**src/rtl/pcs_pkg.sv**
```systemverilog
// Shared PCS transmit constants: per-lane alignment-marker codes, sync headers, BIP width.
package pcs_pkg;

   localparam int unsigned BIP_W    = 8;
   localparam int unsigned AM_LANES = 20;
   localparam logic [1:0]  SH_DATA  = 2'b01;
   localparam logic [1:0]  SH_CTRL  = 2'b10;

   // Marker code packed as {M0, M1, M2}; M0 is the first byte on the wire.
   function automatic logic [23:0] am_code(input int unsigned lane);
      logic [23:0] code;
      case (lane)
         0:       code = 24'hC16821;
         1:       code = 24'h9D718E;
         2:       code = 24'h594BE8;
         3:       code = 24'h4D957B;
         4:       code = 24'hF50709;
         5:       code = 24'hDD14C2;
         6:       code = 24'h9A4A26;
         7:       code = 24'h7B4566;
         8:       code = 24'hA02476;
         9:       code = 24'h68C9FB;
         10:      code = 24'hFD6C99;
         11:      code = 24'hB99155;
         12:      code = 24'h5CB9B2;
         13:      code = 24'h1AF8BD;
         14:      code = 24'h83C7CA;
         15:      code = 24'h3536CD;
         16:      code = 24'hC4314C;
         17:      code = 24'hADD6B7;
         18:      code = 24'h5F662A;
         19:      code = 24'hC0F0E5;
         default: code = 24'h000000;
      endcase
      return code;
   endfunction

endpackage

```
**src/rtl/pcs_tx_gb_lane.sv**
```systemverilog
// One lane of the 66b->64b transmit gearbox; shared seq selects the residual length.
module pcs_tx_gb_lane #(
   parameter int unsigned DATA_W = 64,
   parameter int unsigned HEAD_W = 2,
   parameter int unsigned SEQ_W  = 6
) (
   input  logic                     clk,
   input  logic                     nreset,
   input  logic [SEQ_W-1:0]         seq,
   input  logic                     full,
   input  logic [DATA_W+HEAD_W-1:0] blk,
   output logic [DATA_W-1:0]        word
);

   localparam int unsigned BLK_W  = DATA_W + HEAD_W;
   localparam int unsigned WIDE_W = 2 * DATA_W;

   logic [DATA_W-1:0] res_q, res_d, word_q, word_d;
   logic [WIDE_W-1:0] wide;
   int unsigned       res_len;

   // New block is appended above the residual; the low DATA_W bits leave this cycle.
   always_comb begin
      res_len = 32'(seq) * HEAD_W;
      wide    = ({{(WIDE_W-BLK_W){1'b0}}, blk} << res_len) | {{(WIDE_W-DATA_W){1'b0}}, res_q};
      if (full) begin
         word_d = res_q;
         res_d  = '0;
      end else begin
         word_d = wide[DATA_W-1:0];
         res_d  = wide[WIDE_W-1:DATA_W];
      end
   end

   always_ff @(posedge clk or negedge nreset) begin
      if (!nreset) begin
         res_q  <= '0;
         word_q <= '0;
      end else begin
         res_q  <= res_d;
         word_q <= word_d;
      end
   end

   assign word = word_q;

endmodule

```
**src/rtl/pcs_tx_mld.sv**
```systemverilog
// PCS transmit multi-lane distribution: slot scheduling, alignment-marker insertion, gearboxes.
// Define PCS_TX_BIP_EN to build the per-lane BIP accumulators; otherwise markers carry BIP3=00.
module pcs_tx_mld #(
   parameter int unsigned LANE_N      = 4,
   parameter int unsigned DATA_W      = 64,
   parameter int unsigned HEAD_W      = 2,
   parameter int unsigned AM_INTERVAL = 16383
) (
   input  logic                       clk,
   input  logic                       nreset,
   input  logic                       valid_i,
   input  logic [LANE_N*HEAD_W-1:0]   head_i,
   input  logic [LANE_N*DATA_W-1:0]   data_i,
   output logic                       ready_o,
   output logic                       marker_v_o,
   output logic                       underflow_o,
   output logic [LANE_N*DATA_W-1:0]   serdes_data_o
);
   import pcs_pkg::*;

   localparam int unsigned SEQ_W   = 6;
   localparam int unsigned SEQ_MAX = DATA_W / HEAD_W;
   localparam int unsigned AM_W    = $clog2(AM_INTERVAL + 1);

   logic [SEQ_W-1:0] seq_q;
   logic [AM_W-1:0]  am_q;
   logic             underflow_q;
   logic             full;
   logic             marker;

   assign full        = (seq_q == SEQ_W'(SEQ_MAX));
   assign marker      = !full && (am_q == '0);
   assign ready_o     = !full && (am_q != '0);
   assign marker_v_o  = marker;
   assign underflow_o = underflow_q;

   always_ff @(posedge clk or negedge nreset) begin
      if (!nreset) begin
         seq_q       <= '0;
         am_q        <= '0;
         underflow_q <= 1'b0;
      end else begin
         seq_q <= full ? '0 : seq_q + 1'b1;
         // Full cycles carry no slot, so a marker due there slides to the next open slot.
         if (!full) am_q <= (am_q == AM_W'(AM_INTERVAL)) ? '0 : am_q + 1'b1;
         if (ready_o && !valid_i) underflow_q <= 1'b1;
      end
   end

`ifdef PCS_TX_BIP_EN
   function automatic logic [BIP_W-1:0] blk_parity(input logic [DATA_W-1:0] d);
      logic [BIP_W-1:0] p;
      p = '0;
      for (int i = 0; i < int'(DATA_W); i++) p[i % BIP_W] = p[i % BIP_W] ^ d[i];
      return p;
   endfunction
`endif

   for (genvar l = 0; l < int'(LANE_N); l++) begin : g_lane
      logic [23:0]              code;
      logic [BIP_W-1:0]         bip3;
      logic [DATA_W-1:0]        am_payload;
      logic [DATA_W-1:0]        data_pl;
      logic [HEAD_W-1:0]        data_hd;
      logic [DATA_W+HEAD_W-1:0] blk;

      assign code    = am_code(l);
      // Underflowed data slots still feed the gearbox, as an all-zero block.
      assign data_pl = valid_i ? data_i[l*DATA_W +: DATA_W] : '0;
      assign data_hd = valid_i ? head_i[l*HEAD_W +: HEAD_W] : '0;

`ifdef PCS_TX_BIP_EN
      logic [BIP_W-1:0] bip_q;
      assign bip3 = bip_q;

      always_ff @(posedge clk or negedge nreset) begin
         if (!nreset) begin
            bip_q <= '0;
         end else if (marker) begin
            bip_q <= blk_parity(am_payload);
         end else if (ready_o) begin
            bip_q <= bip_q ^ blk_parity(data_pl);
         end
      end
`else
      assign bip3 = '0;
`endif

      assign am_payload = DATA_W'({~bip3, ~code[7:0], ~code[15:8], ~code[23:16],
                                   bip3, code[7:0], code[15:8], code[23:16]});
      assign blk = marker ? {am_payload, HEAD_W'(SH_CTRL)} : {data_pl, data_hd};

      pcs_tx_gb_lane #(
         .DATA_W (DATA_W),
         .HEAD_W (HEAD_W),
         .SEQ_W  (SEQ_W)
      ) u_gb (
         .clk    (clk),
         .nreset (nreset),
         .seq    (seq_q),
         .full   (full),
         .blk    (blk),
         .word   (serdes_data_o[l*DATA_W +: DATA_W])
      );
   end

endmodule

```
**config.mk**
```make
export PLATFORM = sky130hd
export DESIGN_NAME = pcs_tx_mld
export DESIGN_NICKNAME = d
export VERILOG_FILES = /design/src/rtl/pcs_pkg.sv /design/src/rtl/pcs_tx_gb_lane.sv /design/src/rtl/pcs_tx_mld.sv
export SDC_FILE = /design/constraint.sdc
export NUM_CORES = 2
export LEC_CHECK = 0
export ABC_AREA = 1
export BUFFER_PORTS_ARGS = -buffer_cell sky130_fd_sc_hd__buf_4
export CORE_ASPECT_RATIO = 1.75
export CORE_MARGIN = 2
export CORE_UTILIZATION = 37
export CTS_CLUSTER_DIAMETER = 200
export DETAILED_ROUTE_END_ITERATION = 10
export PLACE_DENSITY = 0.51
export SLEW_MARGIN = 20
export SYNTH_ARGS = -nofsm -noshare
export SYNTH_HDL_FRONTEND = slang
export SYNTH_SLANG_ARGS = --single-unit
```
**constraint.sdc**
```tcl
create_clock -name clk -period 3.3 [get_ports clk]
set_clock_uncertainty 0.1 [all_clocks]
set_input_delay 0 -clock clk [delete_from_list [all_inputs] [get_ports clk]]
set_output_delay 0 -clock clk [all_outputs]
set_load 0.005 [all_outputs]
```
==> impl_metrics.tcl <==
set metrics [dict create \
    numPortBuffers 525 \
    arrival_ns 3.66 \
    initial_core_util 0.3730 \
    antenna_found_initial 2 \
    fp.dieW_microns 257.2 \
    area_delta_synth_final_pct 20.14 \
    dp.final_hpwl_mm 151.6 \
    yosysSeqAreaShare 0.3213 \
    drtAntennaViolNets 0 \
    fillerInstances 11970 \
    grt_pass1_vias 46250 \
    layout.nets 7451 \
    ctsLongestPathBuffers 3 \
    grt_max_degree 217 \
    avgSynthCellArea_sq_um 6.049 \
    hold_class "input pin to flop" \
    clockRootBuffer "clkbuf_16" \
    maxCapViolCount 0 \
    p_total_mw 15.96 \
    async_flop_share 1.000 \
    rsz0062_at_grt "no" \
    first_pass_iters 8 \
    grt_pass1_wl_mm 304.0 \
    postSynthNetCount 7133 \
    ys_seq_elements 533 \
    path_class "flop to flop" \
    p_per_area_nw_per_um2 320.0 \
    cts.clk_slew.worst_paths_ns 0.07 \
    ir_worst_vdd_uv 385.8 \
    max_freq_ghz 0.3158 \
    die_area_sq_um 115000 \
    setup_viol 0 \
    core_area_sq_um 111300 \
    post_cts_buffers 0 \
    max_slew_margin 0.2408 \
    worstMarginPinSlew_ns 1.139 \
    startpoint_type "flop" \
    period_needed_ns 3.166 \
    synth_cells 6862 \
    overflow 0 \
    ys.flop_type "dfrtp_1" \
    h-tree-depth 2 \
    synth-warning-count 0 \
    wl_per_cell_microns 23.83 \
    total_leakage_power_nw 27.41 \
    detail_route.wirelength_mm 207.4 \
    cts_buffers 56 \
    drive_gt1_frac 0.1298 \
    ios 526 \
    required_ns 3.80 \
    drt_iter0_drc 5559 \
    slew_violations 0 \
    path_max_fanout 21 \
    insertion_delay_ns 0.68 \
    synth_area_leader_cell "dfrtp_1" \
    avgViaCountPerCell 5.674 \
    synth.most_common_cell "nand3_1" \
    finalHoldViolCount 0 \
    endpoint_kind "flop" \
    grt_usage 0.3508 \
    rows 162 \
    period_share 0.9595 \
    drc_errors 0 \
    cts_sinks 533 \
    netlist.area_leader.share 0.3213 \
    gp_congestion 0.9706 \
    synth_enable_flop_cells 0 \
    place_area_sq_um 47760 \
    fin_area_sq_um 49870 \
    synth.cell_area_sq_um 41510 \
    status "completed" \
    cts_tree "yes" \
    die_y_microns 447.1 \
    ys_types 33 \
    synthTopCellsByCount "2495 x nand3_1, 2064 x nand2_1, 533 x dfrtp_1" \
    via_count 49390 \
    synth.area.top_cells "dfrtp_1 32%, nand3_1 30%, nand2_1 19%, inv_1 3.9%, clkbuf_1 2.9%" \
]
## placed cells by master, fill, tap and decap left out, types with 3 or more instances in the layout
master         count
inv_6              6
dlygate4sd3_1     21
nand3_1         2495
o21bai_1         119
a21oi_1          154
clkbuf_16         57
o21ai_1            5
buf_12            44
a31oi_1            5
clkinv_2           9
clkinv_4           5
a31o_2             7
inv_1            430
ha_1               4
nor2_2             3
inv_8              6
clkbuf_8          11
nor3_1             5
o21ai_0           46
nand2_1         2064
dfrtp_1          527
buf_4            767
dfrtp_4            6
nor2_1           303
clkbuf_1           9
and2_1             7
clkinvlp_4         7
nand4_1           80
## layout make-up
class | instances | area (sq um) | share of cell area
Multi-Input combinational cell | 5317 | 24200 | 0.4854
Sequential cell | 533 | 13360 | 0.2679
Timing Repair Buffer | 835 | 6905 | 0.1385
Tap cell | 1476 | 1847 | 0.03703
Inverter | 437 | 1690 | 0.03390
Clock buffer | 76 | 1598 | 0.03204
Clock inverter | 29 | 261.5 | 0.005244
Antenna cell | 1 | 2.502 | 0.00005018
## cells by family after synthesis
family | Yosys count | synth area share
fa+ha+maj | 4 | 0.001206
buf+inv | 1012 | 0.09649
flops | 533 | 0.3213
simple gates | 4964 | 0.5300
xor+xnor | 4 | 0.0008441
compound gates | 345 | 0.05013
## timing repair
| action | 4_1_cts | 5_1_grt |
|---|---|---|
| gates resized for setup | 2 | 2 |
| hold buffers | 22 | 0 |
| hold endpoints to repair | 530 | 0 |
| setup endpoints to repair | 2 | 17 |
## state kept, by name, summed over array words and instances (netlist names)
name               flops
seq_q                  6
g_lane.u_gb.res_q    256
am_q                  14
underflow_o            1
g_lane.u_gb.word     256
## report_power, final
group | leakage, nW | switching [mW] | internal (mW)
registers | 7.00 | 0.130 | 6.77
logic | 19.5 | 1.52 | 0.946
clock network | 0.897 | 3.08 | 3.52
total | 27.4 | 4.72 | 11.2
## critical path: stages (launching register included)
cell	delay, ns
dfrtp_4	0.52
inv_8	0.08
ha_1	0.19
nand3_4	0.12
nand3_4	0.15
buf_12	0.20
buf_4	0.18
nand3_1	0.09
nor2_1	0.35
nand2_1	0.14
nand2_1	0.14
nand3_1	0.10
o21bai_1	0.46
buf_4	0.24
## metal layers
metal | GRT usage | share of wire | up-vias
li1 | - | - | 23370
met1 | 0.4625 | 0.42 | 23370
met2 | 0.5720 | 0.46 | 2271
met3 | 0.04027 | 0.067 | 370
met4 | 0.1660 | 0.055 | 0
met5 | 0 | 0 | -
## stage by stage
step                      setup TNS, ns  std cells  worst slack, ns  hold WS [ns]  utilization
after CTS                             0       8703          0.02019      0.002019       0.4481
after global routing                  0       8703          0.05138       0.08053       0.4481
final                                 0       8704           0.1336       0.02857       0.4481
after floorplan                       0       6862           0.4431       -0.3956            -
after global placement          -0.1193       8576         -0.08978      -0.01820       0.4292
after detailed placement       -0.06210       8576         -0.05766      -0.01837       0.4292
## path summary, 6_finish.rpt
check,startpoint,endpoint,slack (ns),depth (start not counted)
worst max-delay path,seq_q[1],g_lane[2].u_gb.word[8],0.13,13
worst min-delay path,data_i[253],g_lane[3].u_gb.res_q[23],0.03,9
worst max register to register,seq_q[1],g_lane[2].u_gb.word[8],0.13,13
worst min register to register,g_lane[3].u_gb.res_q[39],g_lane[3].u_gb.word[39],0.32,2
max in group asynchronous,nreset,g_lane[2].u_gb.word[59],2.47,3
min in group asynchronous,nreset,g_lane[3].u_gb.res_q[43],0.07,3
No activity file was read; power rests on OpenSTA's default activity.
